--- src/rtl/sps_burst_counter.sv ---
// rtl/sps_burst_counter.sv - programmable up/down event counter for the SPS burst datapath
// FREE/MOD/SAT count modes plus a self-terminating BURST mode with start/busy/done handshake.
module sps_burst_counter #(
   parameter int COUNTER_WIDTH = 8
) (
   input  logic                     clk,
   input  logic                     rst,
   input  logic                     en,
   input  logic                     clr,
   input  logic                     load,
   input  logic [COUNTER_WIDTH-1:0] load_val,
   input  logic                     dir,
   input  logic [1:0]               mode,
   input  logic [COUNTER_WIDTH-1:0] limit,
   input  logic                     start,
   output logic [COUNTER_WIDTH-1:0] counter_out,
   output logic                     tc,
   output logic                     busy,
   output logic                     done
);

   localparam logic [1:0] MODE_FREE  = 2'b00;
   localparam logic [1:0] MODE_MOD   = 2'b01;
   localparam logic [1:0] MODE_SAT   = 2'b10;
   localparam logic [1:0] MODE_BURST = 2'b11;

   localparam logic [COUNTER_WIDTH-1:0] CNT_ZERO = '0;
   localparam logic [COUNTER_WIDTH-1:0] CNT_ONE  = {{(COUNTER_WIDTH-1){1'b0}}, 1'b1};
   localparam logic [COUNTER_WIDTH-1:0] CNT_MAX  = '1;

   typedef enum logic {
      S_IDLE = 1'b0,
      S_RUN  = 1'b1
   } state_t;

   state_t                     state_q, state_d;
   logic [COUNTER_WIDTH-1:0]   cnt_q, cnt_d;
   logic                       tc_q, tc_d;
   logic                       busy_q, busy_d;
   logic                       done_q, done_d;

   logic [COUNTER_WIDTH-1:0]   cnt_inc, cnt_dec, cnt_step, burst_end;
   logic                       start_ok;

   assign cnt_inc   = cnt_q + CNT_ONE;
   assign cnt_dec   = cnt_q - CNT_ONE;
   assign cnt_step  = dir ? cnt_dec : cnt_inc;
   assign burst_end = dir ? CNT_ZERO : limit;
   // start only matters when a burst could actually begin; otherwise a step may proceed
   assign start_ok  = start && (mode == MODE_BURST) && (state_q == S_IDLE);

   always_comb begin
      cnt_d   = cnt_q;
      tc_d    = 1'b0;
      done_d  = 1'b0;
      state_d = state_q;

      // leaving BURST mode abandons a running burst silently
      if (mode != MODE_BURST) begin
         state_d = S_IDLE;
      end

      if (clr) begin
         cnt_d   = CNT_ZERO;
         state_d = S_IDLE;
      end else if (load) begin
         cnt_d = load_val;
      end else if (start_ok) begin
         cnt_d = dir ? limit : CNT_ZERO;
         if (limit == CNT_ZERO) begin
            done_d = 1'b1;
         end else begin
            state_d = S_RUN;
         end
      end else if (en) begin
         case (mode)
            MODE_FREE: begin
               cnt_d = cnt_step;
               tc_d  = dir ? (cnt_q == CNT_ZERO) : (cnt_q == CNT_MAX);
            end
            MODE_MOD: begin
               if (!dir) begin
                  if (cnt_q >= limit) begin
                     cnt_d = CNT_ZERO;
                     tc_d  = 1'b1;
                  end else begin
                     cnt_d = cnt_inc;
                  end
               end else begin
                  if ((cnt_q == CNT_ZERO) || (cnt_q > limit)) begin
                     cnt_d = limit;
                     tc_d  = 1'b1;
                  end else begin
                     cnt_d = cnt_dec;
                  end
               end
            end
            MODE_SAT: begin
               if (!dir) begin
                  if (cnt_q < limit) begin
                     cnt_d = cnt_inc;
                     tc_d  = (cnt_inc == limit);
                  end
               end else begin
                  if (cnt_q != CNT_ZERO) begin
                     cnt_d = cnt_dec;
                     tc_d  = (cnt_q == CNT_ONE);
                  end
               end
            end
            default: begin
               if (state_q == S_RUN) begin
                  cnt_d = cnt_step;
                  if (cnt_step == burst_end) begin
                     state_d = S_IDLE;
                     done_d  = 1'b1;
                     tc_d    = 1'b1;
                  end
               end
            end
         endcase
      end

      busy_d = (state_d == S_RUN);
   end

   always_ff @(posedge clk or posedge rst) begin
      if (rst) begin
         state_q <= S_IDLE;
         cnt_q   <= CNT_ZERO;
         tc_q    <= 1'b0;
         busy_q  <= 1'b0;
         done_q  <= 1'b0;
      end else begin
         state_q <= state_d;
         cnt_q   <= cnt_d;
         tc_q    <= tc_d;
         busy_q  <= busy_d;
         done_q  <= done_d;
      end
   end

   assign counter_out = cnt_q;
   assign tc          = tc_q;
   assign busy        = busy_q;
   assign done        = done_q;

endmodule

--- config.mk ---
export PLATFORM = sky130hd
export DESIGN_NAME = sps_burst_counter
export DESIGN_NICKNAME = d
export VERILOG_FILES = /design/src/rtl/sps_burst_counter.sv
export SDC_FILE = /design/constraint.sdc
export NUM_CORES = 1
export LEC_CHECK = 0
export CELL_PAD_IN_SITES_DETAIL_PLACEMENT = 1
export CELL_PAD_IN_SITES_GLOBAL_PLACEMENT = 1
export CORE_ASPECT_RATIO = 0.9
export CORE_MARGIN = 2
export CORE_UTILIZATION = 25
export CTS_CLUSTER_DIAMETER = 100
export DETAILED_ROUTE_END_ITERATION = 16
export PLACE_DENSITY_LB_ADDON = 0.1
export SKIP_LAST_GASP = 1
export SLEW_MARGIN = 25
export SYNTH_ARGS = -nofsm -noshare
export SYNTH_HDL_FRONTEND = slang
export SYNTH_SLANG_ARGS = --single-unit
--- constraint.sdc ---
create_clock -name clk -period 2.35 [get_ports clk]
set_clock_uncertainty 0.1 [all_clocks]
set_input_delay 0.235 -clock clk [delete_from_list [all_inputs] [get_ports clk]]
set_output_delay 0.235 -clock clk [all_outputs]
set_load 0.05 [all_outputs]
== Word level (Yosys, flattened, before mapping) ==
Cells that the tools add are included.

* Register bits after elaboration: 11
* Bits in latches: 0
* RAM bits: 0
* Bits in read-only memories: 0
* Input bits: 25
* Output and inout port bits: 11
* Word-level logic and storage cells: 75
* Memories: 0

* Add/subtract/negate cells: 2
* $mul: 0
* Divide/modulo/power cells: 0
* $lt $le $gt $ge: 3
* Equality and inequality tests: 10
* Shift operators: 0
* Mux-type cells: 44
* Bitwise gates (word level): 1
* Reduce and logical (&&, ||, !) cells: 11

{| class="wikitable"
|+ Operator list
! operator !! count
|-
| two-way mux 8 bit || 14
|-
| two-way mux 1 bit || 28
|-
| one-hot mux 8 bit (3 select lines) || 1
|-
| equality test 8 bit || 2
|-
| logical NOT 8 bit || 2
|-
| != test 6 bit, second input constant || 2
|-
| adder 8 x 1 -> 8 bit, second input constant || 1
|-
| equality test 8 x 1 -> 1 bit, second input constant || 1
|-
| equality test 8 bit, second input constant || 1
|-
| >= comparator 8 bit || 1
|-
| greater-than comparator 8 bit || 1
|-
| < comparator 8 bit || 1
|-
| nonzero test 8 bit || 1
|-
| subtractor 8 x 1 -> 8 bit, second input constant || 1
|-
| nonzero test 7 bit || 1
|-
| equality test 2 bit, second input constant || 2
|-
| AND reduction 4 bit || 1
|-
| nonzero test 4 bit || 1
|-
| one-hot mux 1 bit (3 select lines) || 1
|-
| OR reduction 3 bit || 1
|-
| equality test 2 x 1 -> 1 bit, second input constant || 1
|-
| logical AND 1 bit || 2
|-
| logical NOT 2 bit || 1
|-
| != test 2 bit, second input constant || 1
|-
| other kinds (2) || 2
|}

== Depth between registers and ports, before layout ==
Gate-level depths: netlist of the first run.

* Depth after elaboration: 10
* Gate-level depth with buffers: 11

== Least setup slack after synthesis of the first run ==
OpenSTA, ideal clock, no wires.

* Path type: register -> register
* Start point: register cnt_q[0], in the netlist counter_out[0]
* End point: register done_q, in the netlist done
* Setup time: 0.073 ns
* Data arrival time: 2.601 ns
* Data required time: 2.177 ns
* Slack: -0.424 ns
* Stages on the path, launching flop included: 11
* Path buffers: 1
* Period minus slack after synthesis: 2.774 ns
* Path through: dfrtp_1 -> buf_4 -> inv_2 -> ha_1 -> nand2_2 -> o32ai_4 -> xnor2_1 -> a2111o_1 -> a2111oi_4 -> nand3_2 -> a21boi_2

* Cells in the longest elaborated chain, start to end: 10

{| class="wikitable"
|+ Ends and longest elaborated chain
! item !! line !! source
|-
| start: declaration || 37 || <nowiki>logic [COUNTER_WIDTH-1:0] cnt_q, cnt_d;</nowiki>
|-
| start signal: assignment || 136 || <nowiki>cnt_q <= cnt_d;</nowiki>
|-
| adder 8 x 1 -> 8 bit / subtractor 8 x 1 -> 8 bit (equally long branches) || 45, 46 ||
|-
| two-way mux 8 bit (*) || 47 || <nowiki>assign cnt_step = dir ? cnt_dec : cnt_inc;</nowiki>
|-
| equality test 8 bit (*) || 114 || <nowiki>if (cnt_step == burst_end) begin</nowiki>
|-
| two-way mux 1 bit (*) || 114 ||
|-
| two-way mux 1 bit (*) || 112 || <nowiki>if (state_q == S_RUN) begin</nowiki>
|-
| two-way mux 1 bit (*) || 76 || <nowiki>case (mode)</nowiki>
|-
| two-way mux 1 bit (*) || 75 || <nowiki>end else if (en) begin</nowiki>
|-
| two-way mux 1 bit (*) || 68 || <nowiki>end else if (start_ok) begin</nowiki>
|-
| two-way mux 1 bit (*) || 66 || <nowiki>end else if (load) begin</nowiki>
|-
| two-way mux 1 bit (*) || 63 || <nowiki>if (clr) begin</nowiki>
|-
| net done_d || 40 || <nowiki>logic done_q, done_d;</nowiki>
|-
| end signal: assignment || 139 || <nowiki>done_q <= done_d;</nowiki>
|-
| end: declaration || 40 ||
|}

The timed path passes the listed nets; every way through them passes the cells marked *.
A chain may end at the register's enable or synchronous reset.

== Worst setup path in the final report of the first run ==
* Start point: register cnt_q[1], in the netlist counter_out[1]
* End point: register cnt_q[7], in the netlist counter_out[7]

* Cells in the longest elaborated chain, start to end: 9

{| class="wikitable"
|+ Ends and longest elaborated chain
! item !! line !! source
|-
| greater-than comparator 8 bit / logical NOT 8 bit (equally long branches) || 90 || <nowiki>if ((cnt_q == CNT_ZERO) || (cnt_q > limit)) begin</nowiki>
|-
| logical OR 1 bit || 90 ||
|-
| two-way mux 8 bit || 90 ||
|-
| two-way mux 8 bit || 82 || <nowiki>if (!dir) begin</nowiki>
|-
| one-hot mux 8 bit (3 select lines) || 76 ||
|-
| two-way mux 8 bit || 75 ||
|-
| two-way mux 8 bit || 68 ||
|-
| two-way mux 8 bit || 66 ||
|-
| two-way mux 8 bit || 63 ||
|}

Parallel ways exist; a longest one is shown, timed or not. The select of a mux whose other input is x is not followed.

==> flow_results.xml, run 1 <==
<?xml version="1.0" encoding="UTF-8"?>
<metrics>
  <group name="status">
    <metric name="status" unit="">finished, violations left</metric>
    <metric name="failed_checks" unit="">negative setup slack</metric>
  </group>
  <group name="floorplanning">
    <metric name="effective_utilization_at_floorplan" unit="%">26.04</metric>
    <metric name="design.core.area" unit="um2">8145</metric>
    <metric name="rows" unit="">31</metric>
    <metric name="design.die.area" unit="um2">9237</metric>
    <metric name="chip_width" unit="um">101.1</metric>
    <metric name="height_of_the_die" unit="um">91.38</metric>
    <metric name="boundaryPins" unit="">36</metric>
  </group>
  <group name="timing">
    <metric name="final.setup.worst_slack" unit="ps">-217.5</metric>
    <metric name="layout_worst_path_cycle_share" unit="%">109.3</metric>
    <metric name="post-route-min-period" unit="ps">2568</metric>
    <metric name="grt_setup_unrepaired" unit="">true</metric>
    <metric name="max_slew_violation_count" unit="">0</metric>
    <metric name="max_freq" unit="MHz">389.5</metric>
    <metric name="max_slew_headroom" unit="%">52.96</metric>
    <metric name="setup_viol" unit="">11</metric>
    <metric name="final-hold-violation-count" unit="">0</metric>
    <metric name="timing_worst_slew_pin_value" unit="ps">699.2</metric>
  </group>
  <group name="placed_design">
    <metric name="io_buffer_count" unit="">35</metric>
    <metric name="post-place-ws" unit="ps">-674.5</metric>
    <metric name="finalWeightedCongestion" unit="">0.8945</metric>
    <metric name="post_dp_cell_area" unit="um2">3276</metric>
    <metric name="detailed_place_hpwl" unit="um">8245</metric>
  </group>
  <group name="job">
    <metric name="timing.max_cap.violations" unit="">0</metric>
  </group>
  <group name="logic_synthesis">
    <metric name="yosysMostFrequentCell" unit="">sky130_fd_sc_hd__a21oi_1</metric>
    <metric name="yosys_most_used_dff" unit="">sky130_fd_sc_hd__dfrtp_1</metric>
    <metric name="muxShareOfSynthArea" unit="%">1.888</metric>
    <metric name="postSynthAreaPerCell" unit="um2">7.574</metric>
    <metric name="synth-async-reset-ratio" unit="%">100.0</metric>
    <metric name="yosysWarnings" unit="">0</metric>
    <metric name="postSynthCellCount" unit="">280</metric>
    <metric name="yosys.area.top_type" unit="">sky130_fd_sc_hd__dfrtp_1</metric>
    <metric name="synth_largest_type_area_fraction" unit="%">12.98</metric>
    <metric name="mappedNetlistNets" unit="">318</metric>
    <metric name="number_of_enable_flip_flop_cells_after_synthesis" unit="">0</metric>
    <metric name="yosys_cell_types" unit="">70</metric>
    <metric name="synth_compound_area_share" unit="%">32.04</metric>
    <metric name="yosys-top-cells-area" unit="">sky130_fd_sc_hd__dfrtp_1 13%, sky130_fd_sc_hd__xnor2_1 8.3%, sky130_fd_sc_hd__ha_1 7.7%</metric>
    <metric name="synth-simple-area-share" unit="%">24.37</metric>
    <metric name="synth_commonest_cells" unit="">24 x sky130_fd_sc_hd__a21oi_1, 20 x sky130_fd_sc_hd__xnor2_1, 19 x sky130_fd_sc_hd__nor2_1, 17 x sky130_fd_sc_hd__inv_1, 14 x sky130_fd_sc_hd__nand2_1</metric>
    <metric name="dominant_combinational_cell_family_by_area_after_synthesis" unit="">compound AO/OA/AOI/OAI gates</metric>
    <metric name="synth.yosys.seq_area_share" unit="%">12.98</metric>
    <metric name="synth-adder-area-share" unit="%">7.670</metric>
    <metric name="postSynthRegisterBits" unit="">11</metric>
    <metric name="mappedNetlistArea" unit="um2">2121</metric>
    <metric name="synth-xor-area-share" unit="%">12.63</metric>
  </group>
  <group name="critical_path">
    <metric name="critical_path.slowest_cell" unit="">sky130_fd_sc_hd__dfrtp_4</metric>
    <metric name="path_buf_inv" unit="">2</metric>
    <metric name="r2r_start" unit="">counter_out[1]$_DFFE_PP0P_</metric>
    <metric name="setup.worst_path.end_class" unit="">flop</metric>
    <metric name="critical_path_depth" unit="">10</metric>
    <metric name="timing.critical_path.fanout_max" unit="">7</metric>
    <metric name="critPathMaxStageDelay" unit="ps">550</metric>
    <metric name="setup.worst_path.class" unit="">flop to flop</metric>
    <metric name="crit_path_end" unit="">counter_out[7]$_DFFE_PP0P_</metric>
    <metric name="critical_path.startpoint_type" unit="">flop</metric>
    <metric name="worst_setup_path_startpoint" unit="">counter_out[1]$_DFFE_PP0P_</metric>
    <metric name="critical_path_arrival" unit="ps">2600</metric>
    <metric name="path_delay_family" unit="">compound AO/OA/AOI/OAI gates</metric>
    <metric name="worst-endpoint-required" unit="ps">2380</metric>
    <metric name="reg_to_reg_slack_setup" unit="ps">-220</metric>
    <metric name="crit_path_cell_trace" unit="">ha_4 -&gt; nor2b_4 -&gt; o211ai_1 -&gt; buf_4 -&gt; a211o_1 -&gt; a31oi_4 -&gt; or2_4 -&gt; buf_4 -&gt; nand2_1 -&gt; o41ai_2</metric>
    <metric name="crit_top_cell" unit="">sky130_fd_sc_hd__buf_4</metric>
    <metric name="r2r.worst_path.cells" unit="">10</metric>
    <metric name="end_of_the_worst_register_to_register_path" unit="">counter_out[7]$_DFFE_PP0P_</metric>
  </group>
  <group name="clock_tree">
    <metric name="clk_root_buffer_cell" unit="">sky130_fd_sc_hd__clkbuf_8</metric>
    <metric name="cts_tree" unit="">built</metric>
    <metric name="cts-root-to-sink-buffers" unit="">2</metric>
    <metric name="clock_sink_count" unit="">11</metric>
    <metric name="clk_pin_slew" unit="ps">60</metric>
    <metric name="tritoncts.num_buffers" unit="">3</metric>
    <metric name="clock_insertion_delay_at_the_later_pin_of_the_skew_report" unit="ps">240</metric>
    <metric name="holdBufCountCts" unit="">0</metric>
    <metric name="cts_max_level" unit="">1</metric>
  </group>
  <group name="power_and_ir_drop">
    <metric name="power.leakage" unit="nW">1.622</metric>
    <metric name="total_power" unit="W">0.001843</metric>
    <metric name="powerDensity" unit="nW/um2">476.9</metric>
    <metric name="max-vdd-ir-drop" unit="uV">183.5</metric>
  </group>
  <group name="layout">
    <metric name="final_nets" unit="">461</metric>
    <metric name="final_layout_size_suffix_gt1_share" unit="%">46.68</metric>
    <metric name="fin_area" unit="um2">3865</metric>
    <metric name="area_growth_syn_to_layout" unit="%">82.24</metric>
    <metric name="antennaDiodeCount" unit="">0</metric>
  </group>
  <group name="grt">
    <metric name="grt_antenna_before_repair" unit="">0</metric>
    <metric name="wire_length_of_the_first_global_routing_pass" unit="um">16820</metric>
    <metric name="groute.usage.overall" unit="%">23.86</metric>
    <metric name="first_global_vias" unit="">2923</metric>
    <metric name="grt_overflow" unit="">0</metric>
    <metric name="largest_net_degree_at_the_start_of_global_routing" unit="">32</metric>
  </group>
  <group name="min_path">
    <metric name="holdCritPathClass" unit="">input port to asynchronous set/reset pin</metric>
  </group>
  <group name="routing">
    <metric name="wl_per_cell" unit="um">20.91</metric>
    <metric name="detail_route.iter0.violations" unit="">133</metric>
    <metric name="routed_wirelength" unit="um">10890</metric>
    <metric name="detail_route.drc_violations" unit="">0</metric>
    <metric name="routed_via_density" unit="">5.407</metric>
    <metric name="dr_total_vias" unit="">2817</metric>
    <metric name="final_antenna_net_count" unit="">0</metric>
    <metric name="detailedRoute.firstPassIterationCount" unit="">4</metric>
  </group>
</metrics>
[metal layers]
layer	vias up	GRT usage, %	part of all wire, %
met1	1408	33.72	46
met3	12	2.386	3.4
li1	1341	-	-
met5	-	0	0
met4	0	4.167	1.5
met2	56	39.40	49
[cell type report]
cell class	instances	area [um2]
multi-input combinational	229	2018
fill	977	4280
inverter	20	82.58
timing repair buffer	158	1308
clock buffer	4	45.04
tap	99	123.9
sequential	11	287.8
[power breakdown]
part | internal, W | total (W) | leakage, nW | switching (W)
logic | 0.000697 | 0.00138 | 1.47 | 0.000684
registers | 0.000211 | 0.000259 | 0.134 | 0.0000482
clock network | 0.000120 | 0.000202 | 0.0228 | 0.0000825
[cell usage in the layout, fill, tap and decap left out, types with 7 or more instances in the layout]
master | synthesis | layout
sky130_fd_sc_hd__a21oi_1 | 24 | 21
sky130_fd_sc_hd__buf_4 | 2 | 115
sky130_fd_sc_hd__buf_6 | 2 | 8
sky130_fd_sc_hd__clkdlybuf4s50_1 | 0 | 29
sky130_fd_sc_hd__dfrtp_2 | 0 | 7
sky130_fd_sc_hd__ha_4 | 0 | 7
sky130_fd_sc_hd__inv_1 | 17 | 11
sky130_fd_sc_hd__nand2_1 | 14 | 14
sky130_fd_sc_hd__nand3_1 | 8 | 7
sky130_fd_sc_hd__nor2_1 | 19 | 16
sky130_fd_sc_hd__o21ai_0 | 12 | 7
sky130_fd_sc_hd__xnor2_1 | 20 | 16
sky130_fd_sc_hd__xor2_1 | 8 | 7
[how the worst min path moves through the flow]
stage | start | endpoint | cells past startpoint
2_1_floorplan | rst | busy$_DFF_PP0_ | 1
3_3_place_gp | rst | counter_out[1]$_DFFE_PP0P_ | 2
3_5_place_dp | rst | counter_out[1]$_DFFE_PP0P_ | 2
4_1_cts | rst | done$_DFF_PP0_ | 2
5_1_grt | rst | done$_DFF_PP0_ | 2
6_report | rst | counter_out[6]$_DFFE_PP0P_ | 2
[repair_timing]
| action | in CTS | in global routing |
|---|---|---|
| setup buffers | 18 | 9 |
| gates resized for setup | 54 | 25 |
| setup endpoints to repair | 11 | 11 |
| pin swaps | 24 | 15 |
| gates cloned | 0 | 0 |
[kinds of logic (layout without fill, tap and decap cells)]
group,Yosys count,after routing
compound gates,93,93
simple gates,90,90
buf+inv,40,182
xor+xnor,29,29
fa+ha+maj,13,13
flops,11,11
mux,4,4
[sequential cells by signal, summed over array words and instances, names as in the netlist]
| signal | count |
|---|---|
| busy | 1 |
| counter_out | 8 |
| done | 1 |
| tc | 1 |
[worst register-to-register path: cells and delay by family, from the launching register on]
kind | cells | cell delay (ps)
adder cells (fa/ha/maj) | 1 | 310
flip-flops | 1 | 550
AND/OR/NAND/NOR | 3 | 440
AO/OA/AOI/OAI | 4 | 750
buffers and inverters | 2 | 300
[metrics by stage]
step                TNS [ps]  utilization [%]  std cells  hold slack [ps]
global route           -2705            47.45        521            276.5
detailed placement     -5808            40.22        491            510.0
finish                 -1893            47.45        521            222.4
CTS                    -1468            45.45        513            249.3
global placement       -5376            40.22        491            520.7
floorplan             -659.4                -        280           -13.01
(Power assumes the default switching activity.)
==> run 2: changes to the inputs <==
- CORE_MARGIN: 2 -> 8
- SLEW_MARGIN: 25 -> 20
- clock period: 2.35 -> 3 ns (I/O delays scaled with it)
==> run 2 against run 1 <==
Compared with the run above:
- largest power group unchanged
- critical path depth increased by 2
- the run now ends clean
- register-to-register slack improved by 510 ps
- via count decreased by 14%
- non-clock buffer count decreased by 87
- power decreased by 42%
==> flow_results.xml, run 2 (synthesis gave the netlist of run 1 again) <==
<?xml version="1.0" encoding="UTF-8"?>
<metrics>
  <group name="layout">
    <metric name="mostFrequentLayoutCells" unit="">36 x sky130_fd_sc_hd__buf_4, 35 x sky130_fd_sc_hd__clkdlybuf4s50_1, 24 x sky130_fd_sc_hd__a21oi_1, 20 x sky130_fd_sc_hd__xnor2_1, 19 x sky130_fd_sc_hd__nor2_1</metric>
    <metric name="max_ffs_per_register" unit="">8</metric>
    <metric name="fin_area" unit="um2">2810</metric>
    <metric name="instances_no_fill" unit="">437</metric>
    <metric name="final_nets" unit="">374</metric>
    <metric name="nFillCells" unit="">1012</metric>
    <metric name="most_common_cell_after_layout_fill_and_taps_aside" unit="">sky130_fd_sc_hd__buf_4</metric>
    <metric name="antennaDiodeCount" unit="">0</metric>
    <metric name="final_layout_size_suffix_gt1_share" unit="%">16.42</metric>
    <metric name="area_growth_syn_to_layout" unit="%">32.51</metric>
  </group>
  <group name="timing">
    <metric name="post-route-min-period" unit="ps">2788</metric>
    <metric name="max_slew_headroom" unit="%">61.16</metric>
    <metric name="max_freq" unit="MHz">358.6</metric>
    <metric name="grt_setup_unrepaired" unit="">false</metric>
    <metric name="layout_worst_path_cycle_share" unit="%">92.95</metric>
    <metric name="finalHoldWorstSlack" unit="ps">281.9</metric>
    <metric name="max_slew_violation_count" unit="">0</metric>
    <metric name="timing_worst_slew_pin_value" unit="ps">577.3</metric>
    <metric name="final-hold-violation-count" unit="">0</metric>
    <metric name="finalSetupTns" unit="ps">0</metric>
    <metric name="setup_viol" unit="">0</metric>
  </group>
  <group name="floorplanning">
    <metric name="height_of_the_die" unit="um">103.4</metric>
    <metric name="design.die.area" unit="um2">11690</metric>
    <metric name="rows" unit="">32</metric>
    <metric name="chip_width" unit="um">113.1</metric>
    <metric name="boundaryPins" unit="">36</metric>
    <metric name="design.core.area" unit="um2">8408</metric>
    <metric name="effective_utilization_at_floorplan" unit="%">25.22</metric>
  </group>
  <group name="clock_tree">
    <metric name="cts_max_level" unit="">1</metric>
    <metric name="postCtsSetupBuffers" unit="">0</metric>
    <metric name="clk_pin_slew" unit="ps">60</metric>
    <metric name="clock_insertion_delay_at_the_later_pin_of_the_skew_report" unit="ps">250</metric>
    <metric name="cts_tree" unit="">built</metric>
    <metric name="clk_root_buffer_cell" unit="">sky130_fd_sc_hd__clkbuf_8</metric>
    <metric name="tritoncts.num_buffers" unit="">3</metric>
    <metric name="holdBufCountCts" unit="">0</metric>
    <metric name="cts-root-to-sink-buffers" unit="">2</metric>
    <metric name="post_cts_resize_count" unit="">0</metric>
    <metric name="clock_sink_count" unit="">11</metric>
  </group>
  <group name="critical_path">
    <metric name="critical_path_depth" unit="">12</metric>
    <metric name="critical_path.startpoint_type" unit="">input port</metric>
    <metric name="crit_top_cell" unit="">sky130_fd_sc_hd__buf_4</metric>
    <metric name="r2r.worst_path.cells" unit="">9</metric>
    <metric name="crit_path_cell_trace" unit="">clkdlybuf4s50_1 -&gt; inv_1 -&gt; ha_1 -&gt; nand4_1 -&gt; buf_4 -&gt; nand2b_1 -&gt; a21oi_1 -&gt; nor2b_1 -&gt; buf_4 -&gt; o31ai_1 -&gt; a211oi_1 -&gt; a2bb2oi_1</metric>
    <metric name="path_delay_family" unit="">buffers and inverters</metric>
    <metric name="setup.worst_path.class" unit="">input port to flop</metric>
    <metric name="path_buf_inv" unit="">4</metric>
    <metric name="worst-endpoint-required" unit="ps">3030</metric>
    <metric name="critical_path_arrival" unit="ps">2820</metric>
    <metric name="critical_path.slowest_cell" unit="">sky130_fd_sc_hd__clkdlybuf4s50_1</metric>
    <metric name="critPathMaxStageDelay" unit="ps">480</metric>
    <metric name="timing.critical_path.fanout_max" unit="">8</metric>
    <metric name="setup.worst_path.end_class" unit="">flop</metric>
  </group>
  <group name="power_and_ir_drop">
    <metric name="total_power" unit="W">0.001075</metric>
    <metric name="max-vdd-ir-drop" unit="uV">156.0</metric>
    <metric name="power.leakage" unit="nW">1.094</metric>
    <metric name="powerDensity" unit="nW/um2">382.4</metric>
  </group>
  <group name="grt">
    <metric name="first_global_vias" unit="">2661</metric>
    <metric name="largest_net_degree_at_the_start_of_global_routing" unit="">22</metric>
    <metric name="grt_overflow" unit="">0</metric>
    <metric name="groute.usage.overall" unit="%">16.98</metric>
    <metric name="wire_length_of_the_first_global_routing_pass" unit="um">15190</metric>
    <metric name="grt_antenna_before_repair" unit="">0</metric>
  </group>
  <group name="placed_design">
    <metric name="post_dp_cell_area" unit="um2">2765</metric>
    <metric name="finalWeightedCongestion" unit="">0.9030</metric>
    <metric name="io_buffer_count" unit="">35</metric>
    <metric name="placed_cells" unit="">433</metric>
    <metric name="detailed_place_hpwl" unit="um">7737</metric>
  </group>
  <group name="min_path">
    <metric name="holdCritPathClass" unit="">input port to asynchronous set/reset pin</metric>
  </group>
  <group name="routing">
    <metric name="detail_route.drc_violations" unit="">0</metric>
    <metric name="routed_via_density" unit="">5.538</metric>
    <metric name="dr_total_vias" unit="">2420</metric>
    <metric name="maxUsedRoutingLayer" unit="">met4</metric>
    <metric name="met3_wirelength" unit="um">302</metric>
    <metric name="detail_route.iter0.violations" unit="">152</metric>
    <metric name="routed_wirelength" unit="um">9657</metric>
    <metric name="final_antenna_net_count" unit="">0</metric>
    <metric name="wl_per_cell" unit="um">22.10</metric>
    <metric name="wl_met1" unit="um">4663</metric>
    <metric name="detailedRoute.firstPassIterationCount" unit="">4</metric>
    <metric name="met2WireLength" unit="um">4519</metric>
  </group>
  <group name="status">
    <metric name="status" unit="">completed</metric>
  </group>
  <group name="job">
    <metric name="timing.max_cap.violations" unit="">0</metric>
  </group>
</metrics>
run 2: final cells by class:
| class | count | area (um2) | area share [%] |
|---|---|---|---|
| Multi-Input combinational cell | 229 | 1667 | 59.31 |
| Timing Repair Buffer | 71 | 620.6 | 22.08 |
| Sequential cell | 11 | 275.3 | 9.795 |
| Tap cell | 102 | 127.6 | 4.541 |
| Inverter | 20 | 75.07 | 2.671 |
| Clock buffer | 4 | 45.04 | 1.603 |
run 2: routing by layer:
layer	track usage [%]	up-vias
met5	0	-
met4	4.192	0
met3	2.380	14
met2	29.16	50
met1	22.04	1194
li1	-	1162
run 2: final timing paths:
kind,from,end,slack (ps)
max,limit[6],counter_out[0]$_DFFE_PP0P_,210
min,rst,busy$_DFF_PP0_,280
max reg2reg,counter_out[2]$_DFFE_PP0P_,counter_out[5]$_DFFE_PP0P_,290
min reg2reg,counter_out[0]$_DFFE_PP0P_,counter_out[0]$_DFFE_PP0P_,520
max in group asynchronous,rst,counter_out[6]$_DFFE_PP0P_,2170
min in group clk,counter_out[0]$_DFFE_PP0P_,counter_out[0]$_DFFE_PP0P_,520
run 2: power by group:
part / total, W / internal [W] / switching, W / leakage, nW
registers: 0.000177 / 0.000162 / 0.0000151 / 0.145
logic: 0.000730 / 0.000298 / 0.000432 / 0.926
clock network: 0.000167 / 0.0000941 / 0.0000731 / 0.0228
total: 0.00107 / 0.000554 / 0.000520 / 1.09
run 2: worst reg2reg max path: stages, from the launching register on:
cell and delay, ps:
sky130_fd_sc_hd__dfrtp_1 540, sky130_fd_sc_hd__ha_1 390, sky130_fd_sc_hd__nand4_1 170, sky130_fd_sc_hd__or2_0 260, sky130_fd_sc_hd__a21oi_1 170, sky130_fd_sc_hd__nor2b_1 240, sky130_fd_sc_hd__buf_4 230, sky130_fd_sc_hd__mux2i_1 200
sky130_fd_sc_hd__nor2_1 70, sky130_fd_sc_hd__o31ai_1 250
run 2: metrics by stage:
| step | setup WS [ps] | utilization, % |
|---|---|---|
| after global placement | -24.92 | 32.89 |
| after detailed placement | -3.338 | 32.89 |
| after CTS | 211.8 | 33.42 |
| after floorplan | 225.7 | - |
| final | 211.6 | 33.42 |
| after global routing | 25.33 | 33.42 |
==> run 3: changes to the inputs <==
- ABC_AREA: default -> 1
- CORE_ASPECT_RATIO: 0.9 -> default
- GPL_TIMING_DRIVEN: default -> 0
==> run 3 against run 2 <==
Compared with the run above:
- non-clock buffer count down 28
- sequential power rose by 16%
- critical path depth grew 2
- core utilization is 2.0 points lower
- synthesized cell count increased by 46%
- worst hold slack worse by 7.6 ps
- critical path type unchanged
- highest routed layer unchanged
==> flow_results.xml, run 3 <==
<?xml version="1.0" encoding="UTF-8"?>
<metrics>
  <group name="layout">
    <metric name="mostFrequentLayoutCells" unit="">148 x sky130_fd_sc_hd__nand2_1, 61 x sky130_fd_sc_hd__inv_1, 47 x sky130_fd_sc_hd__nor2_1, 34 x sky130_fd_sc_hd__nand3_1, 34 x sky130_fd_sc_hd__clkdlybuf4s50_1</metric>
    <metric name="max_ffs_per_register" unit="">8</metric>
    <metric name="area_growth_syn_to_layout" unit="%">24.61</metric>
    <metric name="instances_no_fill" unit="">555</metric>
    <metric name="final_nets" unit="">486</metric>
    <metric name="fin_area" unit="um2">2686</metric>
    <metric name="final_layout_size_suffix_gt1_share" unit="%">6.711</metric>
    <metric name="sequential_cell_area" unit="um2">275.3</metric>
    <metric name="antennaDiodeCount" unit="">0</metric>
    <metric name="layout.core_utilization" unit="%">31.42</metric>
    <metric name="multiInputGateArea" unit="um2">1613</metric>
    <metric name="nFillCells" unit="">1188</metric>
    <metric name="most_common_cell_after_layout_fill_and_taps_aside" unit="">sky130_fd_sc_hd__nand2_1</metric>
  </group>
  <group name="routing">
    <metric name="routed_via_density" unit="">4.910</metric>
    <metric name="detail_route.iter0.violations" unit="">113</metric>
    <metric name="final_antenna_net_count" unit="">0</metric>
    <metric name="wl_per_cell" unit="um">16.20</metric>
    <metric name="detail_route.drc_violations" unit="">0</metric>
    <metric name="dr_total_vias" unit="">2725</metric>
    <metric name="routed_wirelength" unit="um">8993</metric>
    <metric name="detailedRoute.firstPassIterationCount" unit="">4</metric>
  </group>
  <group name="critical_path">
    <metric name="setup.worst_path.class" unit="">input port to flop</metric>
    <metric name="reg_to_reg_slack_setup" unit="ps">380</metric>
    <metric name="timing.critical_path.fanout_max" unit="">9</metric>
    <metric name="r2r_start" unit="">counter_out[0]$_DFFE_PP0P_</metric>
    <metric name="critical_path_arrival" unit="ps">2730</metric>
    <metric name="end_of_the_worst_register_to_register_path" unit="">tc$_DFF_PP0_</metric>
    <metric name="r2r.worst_path.cells" unit="">9</metric>
    <metric name="critical_path.startpoint_type" unit="">input port</metric>
    <metric name="setup.worst_path.end_class" unit="">flop</metric>
    <metric name="worst-endpoint-required" unit="ps">3030</metric>
  </group>
  <group name="power_and_ir_drop">
    <metric name="switching_power" unit="W">0.0004782</metric>
    <metric name="share_seq_of_total_power" unit="%">22.1</metric>
    <metric name="powerDensity" unit="nW/um2">343.8</metric>
    <metric name="pwr-share-comb" unit="%">61.4</metric>
    <metric name="cell_int_power" unit="W">0.0004454</metric>
    <metric name="power.leakage" unit="nW">1.459</metric>
    <metric name="power_switching_share" unit="%">51.77</metric>
    <metric name="max-vdd-ir-drop" unit="uV">163.9</metric>
    <metric name="p_clk_share" unit="%">16.5</metric>
    <metric name="total_power" unit="W">0.0009236</metric>
  </group>
  <group name="logic_synthesis">
    <metric name="yosys_cell_types" unit="">29</metric>
    <metric name="yosys-top-cells-area" unit="">sky130_fd_sc_hd__nand2_1 26%, sky130_fd_sc_hd__dfrtp_1 13%, sky130_fd_sc_hd__inv_1 11%</metric>
    <metric name="postSynthCellCount" unit="">409</metric>
    <metric name="yosysWarnings" unit="">0</metric>
    <metric name="synth_largest_type_area_fraction" unit="%">25.77</metric>
    <metric name="yosys_most_used_dff" unit="">sky130_fd_sc_hd__dfrtp_1</metric>
    <metric name="mappedNetlistArea" unit="um2">2156</metric>
    <metric name="number_of_enable_flip_flop_cells_after_synthesis" unit="">0</metric>
    <metric name="synth_commonest_cells" unit="">148 x sky130_fd_sc_hd__nand2_1, 61 x sky130_fd_sc_hd__inv_1, 47 x sky130_fd_sc_hd__nor2_1, 34 x sky130_fd_sc_hd__nand3_1, 17 x sky130_fd_sc_hd__o21ai_0</metric>
    <metric name="mappedNetlistNets" unit="">447</metric>
    <metric name="postSynthRegisterBits" unit="">11</metric>
    <metric name="yosysMostFrequentCell" unit="">sky130_fd_sc_hd__nand2_1</metric>
    <metric name="synth-async-reset-ratio" unit="%">100.0</metric>
    <metric name="yosys.area.top_type" unit="">sky130_fd_sc_hd__nand2_1</metric>
    <metric name="synth.yosys.seq_area_share" unit="%">12.77</metric>
    <metric name="postSynthAreaPerCell" unit="um2">5.271</metric>
  </group>
  <group name="floorplanning">
    <metric name="design.core.area" unit="um2">8551</metric>
    <metric name="design.die.area" unit="um2">11850</metric>
    <metric name="rows" unit="">34</metric>
    <metric name="boundaryPins" unit="">36</metric>
    <metric name="effective_utilization_at_floorplan" unit="%">25.21</metric>
    <metric name="chip_width" unit="um">108.9</metric>
    <metric name="height_of_the_die" unit="um">108.9</metric>
  </group>
  <group name="clock_tree">
    <metric name="cts_max_level" unit="">1</metric>
    <metric name="holdBufCountCts" unit="">0</metric>
    <metric name="postCtsSetupBuffers" unit="">0</metric>
    <metric name="cts_tree" unit="">built</metric>
    <metric name="tritoncts.num_buffers" unit="">3</metric>
    <metric name="clk_root_buffer_cell" unit="">sky130_fd_sc_hd__clkbuf_8</metric>
    <metric name="clock_insertion_delay_at_the_later_pin_of_the_skew_report" unit="ps">240</metric>
    <metric name="post_cts_resize_count" unit="">0</metric>
    <metric name="clk_pin_slew" unit="ps">50</metric>
    <metric name="cts-root-to-sink-buffers" unit="">2</metric>
    <metric name="clock_sink_count" unit="">11</metric>
  </group>
  <group name="timing">
    <metric name="max_freq" unit="MHz">370.8</metric>
    <metric name="max_slew_violation_count" unit="">0</metric>
    <metric name="max_slew_headroom" unit="%">57.93</metric>
    <metric name="timing_worst_slew_pin_value" unit="ps">628.8</metric>
    <metric name="post-route-min-period" unit="ps">2697</metric>
    <metric name="final-hold-violation-count" unit="">0</metric>
    <metric name="grt_setup_unrepaired" unit="">false</metric>
    <metric name="layout_worst_path_cycle_share" unit="%">89.89</metric>
    <metric name="setup_viol" unit="">0</metric>
  </group>
  <group name="grt">
    <metric name="grt_antenna_before_repair" unit="">0</metric>
    <metric name="grt_overflow" unit="">0</metric>
    <metric name="groute.usage.overall" unit="%">15.96</metric>
    <metric name="first_global_vias" unit="">2944</metric>
    <metric name="largest_net_degree_at_the_start_of_global_routing" unit="">12</metric>
    <metric name="wire_length_of_the_first_global_routing_pass" unit="um">14900</metric>
  </group>
  <group name="placed_design">
    <metric name="placed_cells" unit="">551</metric>
    <metric name="io_buffer_count" unit="">34</metric>
    <metric name="detailed_place_hpwl" unit="um">7659</metric>
    <metric name="post_dp_cell_area" unit="um2">2631</metric>
    <metric name="finalWeightedCongestion" unit="">0.8088</metric>
  </group>
  <group name="status">
    <metric name="status" unit="">completed</metric>
  </group>
  <group name="min_path">
    <metric name="holdCritPathClass" unit="">input port to asynchronous set/reset pin</metric>
  </group>
  <group name="job">
    <metric name="timing.max_cap.violations" unit="">0</metric>
  </group>
</metrics>
-- run 3: cells by family (layout without fill, tap and decap cells) --
logic type,count (synthesis),count (layout),synth area share (%)
flip-flops,11,11,12.77
adder cells (fa/ha/maj),13,13,7.545
AO/OA/AOI/OAI,45,45,12.19
AND/OR/NAND/NOR,268,268,54.61
buffers and inverters,72,110,12.88
-- run 3: critical path, cell delays in order --
cell and delay, ps:
sky130_fd_sc_hd__clkdlybuf4s50_1 590, sky130_fd_sc_hd__inv_1 150, sky130_fd_sc_hd__ha_1 300, sky130_fd_sc_hd__nand2_1 80, sky130_fd_sc_hd__nor2_1 250, sky130_fd_sc_hd__nand4_1 190, sky130_fd_sc_hd__nand3_1 350, sky130_fd_sc_hd__o21ai_0 140
sky130_fd_sc_hd__inv_1 90, sky130_fd_sc_hd__nand2_1 50, sky130_fd_sc_hd__nand2_1 50, sky130_fd_sc_hd__nand2_1 70, sky130_fd_sc_hd__nand2_1 60, sky130_fd_sc_hd__nand2_1 50
-- run 3: routing by layer --
metal	vias to the layer above	global-route usage [%]	part of all wire, %
met4	0	2.248	0.98
met1	1303	21.32	49
met3	6	1.596	3.0
met2	43	27.51	47
li1	1373	-	-
met5	-	0	0
-- run 3: cell type report --
type | count | area share (%)
multi-input combinational | 326 | 60.04
buffer | 9 | 1.537
tap | 108 | 5.030
sequential | 11 | 10.25
timing repair buffer | 34 | 12.67
clock buffer | 4 | 1.677
inverter | 63 | 8.803
-- run 3: worst max-delay path by stage --
stage          slack, ps                       start                    endpoint
3_3_place_gp        -120                    limit[6]                tc$_DFF_PP0_
5_1_grt                6                    limit[6]  counter_out[3]$_DFFE_PP0P_
3_5_place_dp         -90                    limit[6]                tc$_DFF_PP0_
4_1_cts              150                    limit[6]  counter_out[3]$_DFFE_PP0P_
2_1_floorplan        660  counter_out[0]$_DFFE_PP0P_  counter_out[5]$_DFFE_PP0P_
6_report             300                    limit[6]  counter_out[3]$_DFFE_PP0P_
-- run 3: stage by stage --
step           setup WS (ps)  setup TNS [ps]  hold slack, ps
3_3_place_gp          -119.2          -735.0           546.2
6_report               303.3               0           274.2
3_5_place_dp          -88.10          -605.1           548.4
2_1_floorplan          664.0               0           52.44
4_1_cts                148.8               0           293.2
5_1_grt                6.481               0           329.8
-- run 3: power by group through the flow --
stage               clock (W)  combinational [W]  sequential, W
detailed placement          0           0.000565       0.000209
floorplan                   0           0.000333       0.000238
global placement            0           0.000557       0.000208
finish               0.000152           0.000567       0.000205
CTS                  0.000155           0.000568       0.000206
global route         0.000166           0.000649       0.000208
